===== src/rtl/mem_port_arbiter_if.sv =====
// Bundle of the I/D requester handshakes and the shared memory port.
// slave = arbiter view, master = requesters + memory view.
interface mem_port_arbiter_if;
  logic        i_req;
  logic [31:0] i_addr;
  logic        i_gnt;
  logic        i_rvalid;
  logic [31:0] i_rdata;
  logic        d_req;
  logic        d_wen;
  logic [31:0] d_addr;
  logic [1:0]  d_size;
  logic        d_sign;
  logic [31:0] d_wdata;
  logic        d_gnt;
  logic        d_rvalid;
  logic [31:0] d_rdata;
  logic [31:0] mem_addr;
  logic [1:0]  mem_size;
  logic        mem_sign;
  logic [31:0] mem_wdata;
  logic        mem_wen;
  logic [31:0] mem_rdata;
  logic        busy;

  modport slave (
    input  i_req, i_addr, d_req, d_wen, d_addr, d_size, d_sign, d_wdata, mem_rdata,
    output i_gnt, i_rvalid, i_rdata, d_gnt, d_rvalid, d_rdata,
           mem_addr, mem_size, mem_sign, mem_wdata, mem_wen, busy
  );

  modport master (
    output i_req, i_addr, d_req, d_wen, d_addr, d_size, d_sign, d_wdata, mem_rdata,
    input  i_gnt, i_rvalid, i_rdata, d_gnt, d_rvalid, d_rdata,
           mem_addr, mem_size, mem_sign, mem_wdata, mem_wen, busy
  );
endinterface


===== src/rtl/mem_port_arbiter.sv =====
// Shares one memory port between an I-fetch reader and a D read/write requester.
// D has priority; I is forced through after STARVE_MAX consecutive D wins.
module mem_port_arbiter #(
  parameter int MEM_LAT    = 1,
  parameter int STARVE_MAX = 3
) (
  input  logic              CLK,
  input  logic              RST,
  mem_port_arbiter_if.slave bus
);
  typedef enum logic [1:0] {IDLE, ACCESS, RESP} state_t;

  typedef struct packed {
    logic [31:0] addr;
    logic [1:0]  size;
    logic        sign;
    logic [31:0] wdata;
    logic        write;
  } req_t;

  localparam logic [2:0] LAST_CNT = 3'(MEM_LAT - 1);
  localparam logic [3:0] SMAX     = 4'(STARVE_MAX);

  state_t      state, state_nxt;
  logic [2:0]  cnt;
  logic [3:0]  starve_cnt;
  logic        owner_i;
  req_t        req_q;
  logic [31:0] i_rdata_q, d_rdata_q;
  logic        win_i, win_d, last_acc;

  assign win_i    = bus.i_req & (~bus.d_req | (starve_cnt == SMAX));
  assign win_d    = bus.d_req & ~win_i;
  assign last_acc = (state == ACCESS) && (cnt == 3'd0);

  always_ff @(negedge CLK or negedge RST)
    if (!RST) state <= IDLE;
    else      state <= state_nxt;

  always_comb begin
    state_nxt = state;
    case (state)
      IDLE:    if (win_i | win_d) state_nxt = ACCESS;
      ACCESS:  if (cnt == 3'd0)   state_nxt = RESP;
      RESP:    state_nxt = IDLE;
      default: state_nxt = IDLE;
    endcase
  end

  always_ff @(negedge CLK or negedge RST) begin
    if (!RST) begin
      cnt        <= '0;
      starve_cnt <= '0;
      owner_i    <= 1'b0;
      req_q      <= '0;
      i_rdata_q  <= '0;
      d_rdata_q  <= '0;
    end else begin
      if (state == IDLE) begin
        cnt <= LAST_CNT;
        if (win_i) begin
          owner_i    <= 1'b1;
          req_q      <= '{addr: bus.i_addr, size: 2'b10, sign: 1'b0, wdata: 32'd0, write: 1'b0};
          starve_cnt <= '0;
        end else if (win_d) begin
          owner_i <= 1'b0;
          req_q   <= '{addr: bus.d_addr, size: bus.d_size, sign: bus.d_sign,
                       wdata: bus.d_wdata, write: ~bus.d_wen};
          // Only D wins that actually made I wait count toward forcing I through
          if (bus.i_req && starve_cnt != SMAX) starve_cnt <= starve_cnt + 4'd1;
        end
      end else if (state == ACCESS && cnt != 3'd0) begin
        cnt <= cnt - 3'd1;
      end
      if (last_acc && !req_q.write) begin
        if (owner_i) i_rdata_q <= bus.mem_rdata;
        else         d_rdata_q <= bus.mem_rdata;
      end
    end
  end

  // Everything below decodes from flops, except the grants which must answer in the request cycle
  always_comb begin
    bus.i_gnt     = (state == IDLE) & win_i;
    bus.d_gnt     = (state == IDLE) & win_d;
    bus.i_rvalid  = (state == RESP) &  owner_i;
    bus.d_rvalid  = (state == RESP) & ~owner_i;
    bus.busy      = (state != IDLE);
    bus.mem_wen   = ~(last_acc & req_q.write);
    bus.mem_addr  = req_q.addr;
    bus.mem_size  = req_q.size;
    bus.mem_sign  = req_q.sign;
    bus.mem_wdata = req_q.wdata;
    bus.i_rdata   = i_rdata_q;
    bus.d_rdata   = d_rdata_q;
  end
endmodule


===== src/flat_wrapper.sv =====
// flat-port wrapper written by rule: the top's interface ports become plain ports
module mem_port_arbiter_flat 
#(
  parameter int MEM_LAT    = 1,
  parameter int STARVE_MAX = 3
)
  (CLK, RST, bus_i_req, bus_i_addr, bus_d_req, bus_d_wen, bus_d_addr, bus_d_size, bus_d_sign, bus_d_wdata, bus_mem_rdata, bus_i_gnt, bus_i_rvalid, bus_i_rdata, bus_d_gnt, bus_d_rvalid, bus_d_rdata, bus_mem_addr, bus_mem_size, bus_mem_sign, bus_mem_wdata, bus_mem_wen, bus_busy);
  mem_port_arbiter_if bus_i ();
  input  logic CLK;
  input  logic RST;
  input wire logic [$bits(bus_i.i_req)-1:0] bus_i_req;
  input wire logic [$bits(bus_i.i_addr)-1:0] bus_i_addr;
  input wire logic [$bits(bus_i.d_req)-1:0] bus_d_req;
  input wire logic [$bits(bus_i.d_wen)-1:0] bus_d_wen;
  input wire logic [$bits(bus_i.d_addr)-1:0] bus_d_addr;
  input wire logic [$bits(bus_i.d_size)-1:0] bus_d_size;
  input wire logic [$bits(bus_i.d_sign)-1:0] bus_d_sign;
  input wire logic [$bits(bus_i.d_wdata)-1:0] bus_d_wdata;
  input wire logic [$bits(bus_i.mem_rdata)-1:0] bus_mem_rdata;
  output wire logic [$bits(bus_i.i_gnt)-1:0] bus_i_gnt;
  output wire logic [$bits(bus_i.i_rvalid)-1:0] bus_i_rvalid;
  output wire logic [$bits(bus_i.i_rdata)-1:0] bus_i_rdata;
  output wire logic [$bits(bus_i.d_gnt)-1:0] bus_d_gnt;
  output wire logic [$bits(bus_i.d_rvalid)-1:0] bus_d_rvalid;
  output wire logic [$bits(bus_i.d_rdata)-1:0] bus_d_rdata;
  output wire logic [$bits(bus_i.mem_addr)-1:0] bus_mem_addr;
  output wire logic [$bits(bus_i.mem_size)-1:0] bus_mem_size;
  output wire logic [$bits(bus_i.mem_sign)-1:0] bus_mem_sign;
  output wire logic [$bits(bus_i.mem_wdata)-1:0] bus_mem_wdata;
  output wire logic [$bits(bus_i.mem_wen)-1:0] bus_mem_wen;
  output wire logic [$bits(bus_i.busy)-1:0] bus_busy;
  assign bus_i.i_req = bus_i_req;
  assign bus_i.i_addr = bus_i_addr;
  assign bus_i.d_req = bus_d_req;
  assign bus_i.d_wen = bus_d_wen;
  assign bus_i.d_addr = bus_d_addr;
  assign bus_i.d_size = bus_d_size;
  assign bus_i.d_sign = bus_d_sign;
  assign bus_i.d_wdata = bus_d_wdata;
  assign bus_i.mem_rdata = bus_mem_rdata;
  assign bus_i_gnt = bus_i.i_gnt;
  assign bus_i_rvalid = bus_i.i_rvalid;
  assign bus_i_rdata = bus_i.i_rdata;
  assign bus_d_gnt = bus_i.d_gnt;
  assign bus_d_rvalid = bus_i.d_rvalid;
  assign bus_d_rdata = bus_i.d_rdata;
  assign bus_mem_addr = bus_i.mem_addr;
  assign bus_mem_size = bus_i.mem_size;
  assign bus_mem_sign = bus_i.mem_sign;
  assign bus_mem_wdata = bus_i.mem_wdata;
  assign bus_mem_wen = bus_i.mem_wen;
  assign bus_busy = bus_i.busy;
  mem_port_arbiter #(.MEM_LAT(MEM_LAT), .STARVE_MAX(STARVE_MAX)) u_core (.CLK(CLK), .RST(RST), .bus(bus_i));
endmodule

===== config.mk =====
export PLATFORM = sky130hd
export DESIGN_NAME = mem_port_arbiter_flat
export DESIGN_NICKNAME = d
export VERILOG_FILES = /design/src/rtl/mem_port_arbiter_if.sv /design/src/rtl/mem_port_arbiter.sv /design/src/flat_wrapper.sv
export SDC_FILE = /design/constraint.sdc
export NUM_CORES = 1
export LEC_CHECK = 0
export BUFFER_PORTS_ARGS = -buffer_cell sky130_fd_sc_hd__buf_2
export CELL_PAD_IN_SITES_DETAIL_PLACEMENT = 1
export CELL_PAD_IN_SITES_GLOBAL_PLACEMENT = 1
export CORE_MARGIN = 5
export CORE_UTILIZATION = 37
export CTS_CLUSTER_DIAMETER = 40
export CTS_CLUSTER_SIZE = 20
export DETAILED_ROUTE_END_ITERATION = 10
export GPL_TIMING_DRIVEN = 0
export PLACE_DENSITY = 0.79
export REMOVE_ABC_BUFFERS = 1
export SYNTH_ARGS = -nofsm -noshare
export SYNTH_HDL_FRONTEND = slang
export SYNTH_SLANG_ARGS = --single-unit

===== constraint.sdc =====
create_clock -name CLK -period 2.81 [get_ports CLK]
set_clock_uncertainty 0.15 [all_clocks]
set_input_delay 0.281 -clock CLK [delete_from_list [all_inputs] [get_ports CLK]]
set_output_delay 0.281 -clock CLK [all_outputs]
set_load 0.01 [all_outputs]

==> flow_summary.yaml, run 1 <==
cts:
  cts_buffers: 17
  cts_hold_buf: 0
  cts_tree: "built"
  clock_path_buffers: 2
  htree_num_levels: 4
  clock_latency_ns: 0.40
  cts_root_buf: "clkbuf_16"
  cts.sinks: 142
  cts.clk_slew.worst_paths_ns: 0.05
worst_setup_path:
  cp.required_ns: 2.38
  crit_chain: "ha_4, nor3b_4, buf_6, o21a_4, nor3_2, buf_2"
  ff2ff_path_depth: 7
  worstPathArrival_ns: 3.11
  endpoint_kind: "output port"
  cp-start-kind: "flop"
  crit_slowest_cell: "dfrtn_1"
  critPathMaxFanout: 2
  path_class: "reg2out"
  cpPeakStageDelay_ns: 0.39
final_layout:
  fill_cells: 1925
  num_antenna_cells: 0
  fin_nets: 951
  drive_gt1_frac: 0.555
  fin_cells: 1050
  area_delta_synth_final_pct: 39.2
die:
  rows: 48
  io_pins: 273
  start_util: 0.380
  dieArea_um2: 20700
  die_h_um: 144
  die-width_um: 144
  core_um2: 17400
synthesis:
  muxShareOfSynthArea: 0.112
  synth_fa_ha_area_frac: 0.00567
  synth_cell_types: 39
  synth_compound_area_frac: 0.104
  syn_area_per_cell_um2: 11.6
  synth-seq-cells: 142
  netlist_area_um2: 6620
  syn_inst: 571
  synth_top_area_cell: "dfrtn_1"
  yosysSeqAreaShare: 0.537
  yosys.area_share.simple: 0.109
  synth_area_leaders: "dfrtn_1, mux2_2, buf_4, nand3_1, o2bb2ai_1"
  synth_top_family_by_area: "buffers and inverters"
  synth_xor_area_frac: 0
  ys_warn_count: 0
  synth_top_area_share: 0.537
run_status:
  violations: "setup timing"
  status: "finished, violations left"
power_and_ir_drop:
  max-vdd-ir-drop_uv: 706
  power.switching_w: 0.00407
  pwr-share-clk: 0.204
  switching_share: 0.370
  internal-power_w: 0.00693
  pwr-share-comb: 0.462
  power.share.sequential: 0.334
  leakage_nw: 4.39
  power_density_nw_per_um2: 1190
routing:
  drt_first_iter_violations: 187
  dr.pass1.iters: 4
  num_vias: 5547
  wl_per_cell_um: 21.2
  wirelength_um: 22300
  post_drt_via_cell_ratio: 5.28
  drc_errors: 0
  ant_nets: 0
timing:
  setup_ws_ns: -0.728
  hold_viol: 0
  finalMaxSlewViolations: 0
  maxSlewHeadroom: 0.398
  tns_ns: -3.24
  worstMarginPinSlew_ns: 0.902
  setup_viol: 8
  rsz0062_at_grt: "true"
grt:
  grt_max_degree: 76
  grt_pass1_wl_um: 33100
  grt_overflow: 0
  grt_util_all_layers: 0.208
  antenna_found_initial: 0
  first_global_vias: 5768
min_path:
  worst_hold_path.num_cells: 1
  hold_path_class: "reg2reg"
job:
  drv_cap: 0
placed_design:
  port_buffers: 272
  dpl.hpwl_um: 13900
  dp.cells: 961
  gp_congestion: 0.787
metrics by stage:
step           setup WS [ns]  hold WS [ns]  power [W]  utilization  instance area (um^2)
2_1_floorplan          -3.57         0.253    0.00574            -                  5890
3_3_place_gp           -6.70         0.270    0.00685        0.432                  7530
3_5_place_dp           -2.15         0.279    0.00784        0.445                  7760
4_1_cts               -0.718         0.283     0.0105        0.503                  8750
5_1_grt               -0.768         0.300     0.0116        0.529                  9210
6_report              -0.728         0.284     0.0110        0.529                  9210
worst max-delay path: cells and delay by family (launching register included):
kind                       cells  cell delay [ns]
adders and majority gates      1             0.18
and+or+nand+nor                2             0.27
AOI/OAI and AO/OA              1             0.20
DFF                            1             0.39
buffers and inverters          2             0.28
path summary, 6_finish.rpt:
kind	from	end	slack, ns
setup / recovery	u_core.starve_cnt[1]$_DFFE_NN0P_	bus_d_gnt	-0.73
hold / removal	u_core.bus.mem_wdata[0]$_DFFE_NN0P_	u_core.bus.mem_wdata[0]$_DFFE_NN0P_	0.28
setup reg to reg	u_core.state[0]$_DFFE_NN0P_	u_core.bus.d_rdata[2]$_DFFE_NN0P_	0.05
hold reg to reg	u_core.bus.mem_wdata[0]$_DFFE_NN0P_	u_core.bus.mem_wdata[0]$_DFFE_NN0P_	0.28
max in group asynchronous	RST	u_core.bus.mem_addr[14]$_DFFE_NN0P_	0.62
min in group asynchronous	RST	u_core.bus.d_rdata[20]$_DFFE_NN0P_	1.03
synthesized netlist by cell type (all sizes together):
cell type	number
a211o	1
a21o	1
a21oi	1
a22o	2
a31oi	2
and2	1
and3	3
and4bb	1
buf	89
clkbuf	26
dfrtn	142
ha	3
inv	39
mux2	65
mux2i	1
nand2	3
nand3	66
nand3b	2
nand4	32
nand4b	2
nand4bb	1
nor2	3
nor2b	1
nor3	2
nor3b	3
nor4	1
o21a	1
o21ai	4
o221ai	32
o22ai	1
o2bb2ai	36
o311ai	1
or2	1
or3b	1
or4b	1
power groups by stage:
| stage | clock [W] | sequential, W | combinational [W] |
|---|---|---|---|
| 6_report | 0.00225 | 0.00367 | 0.00508 |
| 5_1_grt | 0.00239 | 0.00377 | 0.00548 |
| 4_1_cts | 0.00229 | 0.00361 | 0.00463 |
| 3_5_place_dp | 0 | 0.00363 | 0.00421 |
| 3_3_place_gp | 0 | 0.00350 | 0.00336 |
| 2_1_floorplan | 0 | 0.00403 | 0.00171 |
registers in the layout, summed over array words and instances (netlist names), 2 cells and up:
| name | cells |
|---|---|
| u_core.starve_cnt | 4 |
| u_core.state | 2 |
| u_core.bus.d_rdata | 32 |
| u_core.bus.mem_size | 2 |
| u_core.bus.mem_addr | 32 |
| u_core.cnt | 3 |
| u_core.bus.i_rdata | 32 |
| u_core.bus.mem_wdata | 32 |
metal layers:
metal	vias to the layer above	global-route usage	share of wire
met3	38	0.0499	0.069
met2	204	0.356	0.51
met4	0	0.0733	0.024
met5	-	0	0
met1	2802	0.256	0.40
li1	2503	-	-
cell usage in the layout (no fill, tap or decap), drive strengths merged, types with 3 or more instances in the layout:
master and n:
and3 3, buf 333, clkbuf 18, clkinvlp 5, dfrtn 142, ha 3, inv 45, mux2 65
nand2 3, nand3 66, nand4 32, nor2 4, nor3b 3, o21ai 4, o221ai 32, o2bb2ai 36
or2 3
cell families (layout without fill, tap and decap cells):
kind of cell	after synthesis	after routing
AO/OA/AOI/OAI	82	83
adder cells (fa/ha/maj)	3	3
buffers and inverters	154	404
flip-flops	142	142
multiplexers	66	66
AND/OR/NAND/NOR	124	127
final cells by class:
| class | instances | area, um^2 | share of cell area |
|---|---|---|---|
| multi-input combinational | 279 | 2340 | 0.254 |
| tap | 225 | 282 | 0.0306 |
| clock buffer | 18 | 429 | 0.0466 |
| clock inverter | 14 | 153 | 0.0166 |
| timing repair buffer | 333 | 2300 | 0.250 |
| inverter | 39 | 153 | 0.0166 |
| sequential | 142 | 3550 | 0.386 |
repair_timing:
item,in CTS,in global routing
buffers inserted,29,24
pin swaps,6,5
endpoints found under the setup margin,95,144
gates cloned,4,0
resized for setup,41,50
Power figures use the tool's default switching activity.
==> run 2: changes to the inputs <==
BUFFER_PORTS_ARGS = -buffer_cell sky130_fd_sc_hd__buf_4   (was -buffer_cell sky130_fd_sc_hd__buf_2)
PLACE_DENSITY = 0.92   (was 0.79)
==> flow_summary.yaml, run 2 (synthesized netlist as in run 1, its figures left out) <==
placed_design:
  port_buffers: 272
  dpl.hpwl_um: 14400
  gp_congestion: 0.745
  dp.cells: 961
  pre_cts_ws_ns: -1.84
routing:
  drc_errors: 0
  wirelength_um: 21700
  wl_per_cell_um: 21.0
  post_drt_via_cell_ratio: 5.25
  num_vias: 5447
  drt_first_iter_violations: 164
  ant_nets: 0
  dr.pass1.iters: 4
die:
  die-width_um: 144
  dieArea_um2: 20700
  core_um2: 17400
  start_util: 0.380
  rows: 48
  io_pins: 273
  die_h_um: 144
run_status:
  status: "finished, violations left"
  violations: "setup timing"
cts:
  htree_num_levels: 4
  cts_hold_buf: 0
  cts_tree: "built"
  cts_root_buf: "clkbuf_16"
  cts.clk_slew.worst_paths_ns: 0.05
  clock_path_buffers: 2
  cts.sinks: 142
  cts_buffers: 17
  clock_latency_ns: 0.39
power_and_ir_drop:
  max-vdd-ir-drop_uv: 575
  power_density_nw_per_um2: 1160
  leakage_nw: 4.47
min_path:
  worstHoldStart: "u_core.bus.mem_wdata[23]$_DFFE_NN0P_"
  hold_end: "u_core.bus.mem_wdata[23]$_DFFE_NN0P_"
  worst_hold_path.num_cells: 1
  hold_path_class: "reg2reg"
grt:
  grt_overflow: 0
  grt_pass1_wl_um: 33600
  grt_max_degree: 88
  grt_util_all_layers: 0.208
  first_global_vias: 6110
  antenna_found_initial: 0
worst_setup_path:
  r2r-start: "u_core.cnt[0]$_DFFE_NN0P_"
  r2r_slack_ns: 0.44
  timing.rr.end: "u_core.bus.i_rdata[10]$_DFFE_NN0P_"
  critPathMaxFanout: 2
  worstPathArrival_ns: 3.12
  ff2ff_path_depth: 8
  path_class: "reg2out"
  cp.required_ns: 2.38
  endpoint_kind: "output port"
  cp-start-kind: "flop"
timing:
  setup_viol: 6
  rsz0062_at_grt: "true"
  setup_ws_ns: -0.737
  whs_ns: 0.288
  maxSlewHeadroom: 0.465
  worstMarginPinSlew_ns: 0.802
  finalMaxSlewViolations: 0
  hold_viol: 0
final_layout:
  area_delta_synth_final_pct: 44.1
  final_common_cell: "buf_4"
  fin_nets: 939
  num_antenna_cells: 0
  final_cell_mix: "buf_4, dfrtn_1, nand3_1"
  drive_gt1_frac: 0.547
  fin_cells: 1037
job:
  drv_cap: 0
-- run 2: changes by cell type in the layout (fill, tap and decap cells not counted), moves of 3 or more --
cell,change
buf_2,-224
buf_4,+236
buf_6,-23
clkbuf_8,+3
inv_8,-4
-- run 2: worst max path at each step --
stage / from / to / cells past startpoint
after floorplan: u_core.state[0]$_DFFE_NN0P_ / bus_d_gnt / 3
after global placement: u_core.state[0]$_DFFE_NN0P_ / u_core.bus.mem_wdata[19]$_DFFE_NN0P_ / 3
after detailed placement: bus_d_req / u_core.bus.mem_addr[24]$_DFFE_NN0P_ / 4
after CTS: u_core.starve_cnt[1]$_DFFE_NN0P_ / bus_d_gnt / 6
after global routing: u_core.starve_cnt[1]$_DFFE_NN0P_ / bus_i_gnt / 6
final: u_core.starve_cnt[1]$_DFFE_NN0P_ / bus_d_gnt / 6
-- run 2: area by class of cell --
cell class	instances	area, um^2
Fill cell	1833	7880
Sequential cell	142	3550
Timing Repair Buffer	321	2650
Multi-Input combinational cell	279	2340
Clock buffer	22	474
Tap cell	225	282
Inverter	39	153
Clock inverter	9	86.3
-- run 2: layer usage --
layer | global-route usage | up-vias | part of all wire
met3 | 0.0473 | 38 | 0.059
met5 | 0 | - | 0
li1 | - | 2472 | -
met4 | 0.0818 | 0 | 0.026
met2 | 0.368 | 187 | 0.52
met1 | 0.246 | 2750 | 0.39
-- run 2: power breakdown --
group	total (W)	switching, W	internal (W)
registers	0.00367	0.000575	0.00309
clock network	0.00215	0.000867	0.00129
logic	0.00528	0.00246	0.00282
total	0.0111	0.00391	0.00719
-- run 2: per-stage QoR --
stage                     utilization  TNS [ns]  power [W]  instance area [um^2]
after CTS                       0.535     -2.69     0.0110                  9310
after floorplan                     -   -206.92    0.00574                  5890
final                           0.547     -2.86     0.0111                  9530
after global routing            0.547     -3.43     0.0118                  9530
after detailed placement        0.483   -128.27    0.00845                  8410
after global placement          0.471   -517.78    0.00748                  8210
-- run 2: worst max-delay path: stages, from the launching register on --
cell and delay [ns]:
dfrtn_1 0.48, ha_4 0.16, nor3b_4 0.24, buf_6 0.14
o21a_4 0.12, nor3_2 0.04, buf_4 0.14
-- run 2: repair_timing --
item,CTS,global route
cloned,4,0
setup endpoints to repair,78,98
pin swaps,8,4
endpoints found under the hold margin,0,0
gates resized for setup,34,22
buffers inserted,24,17
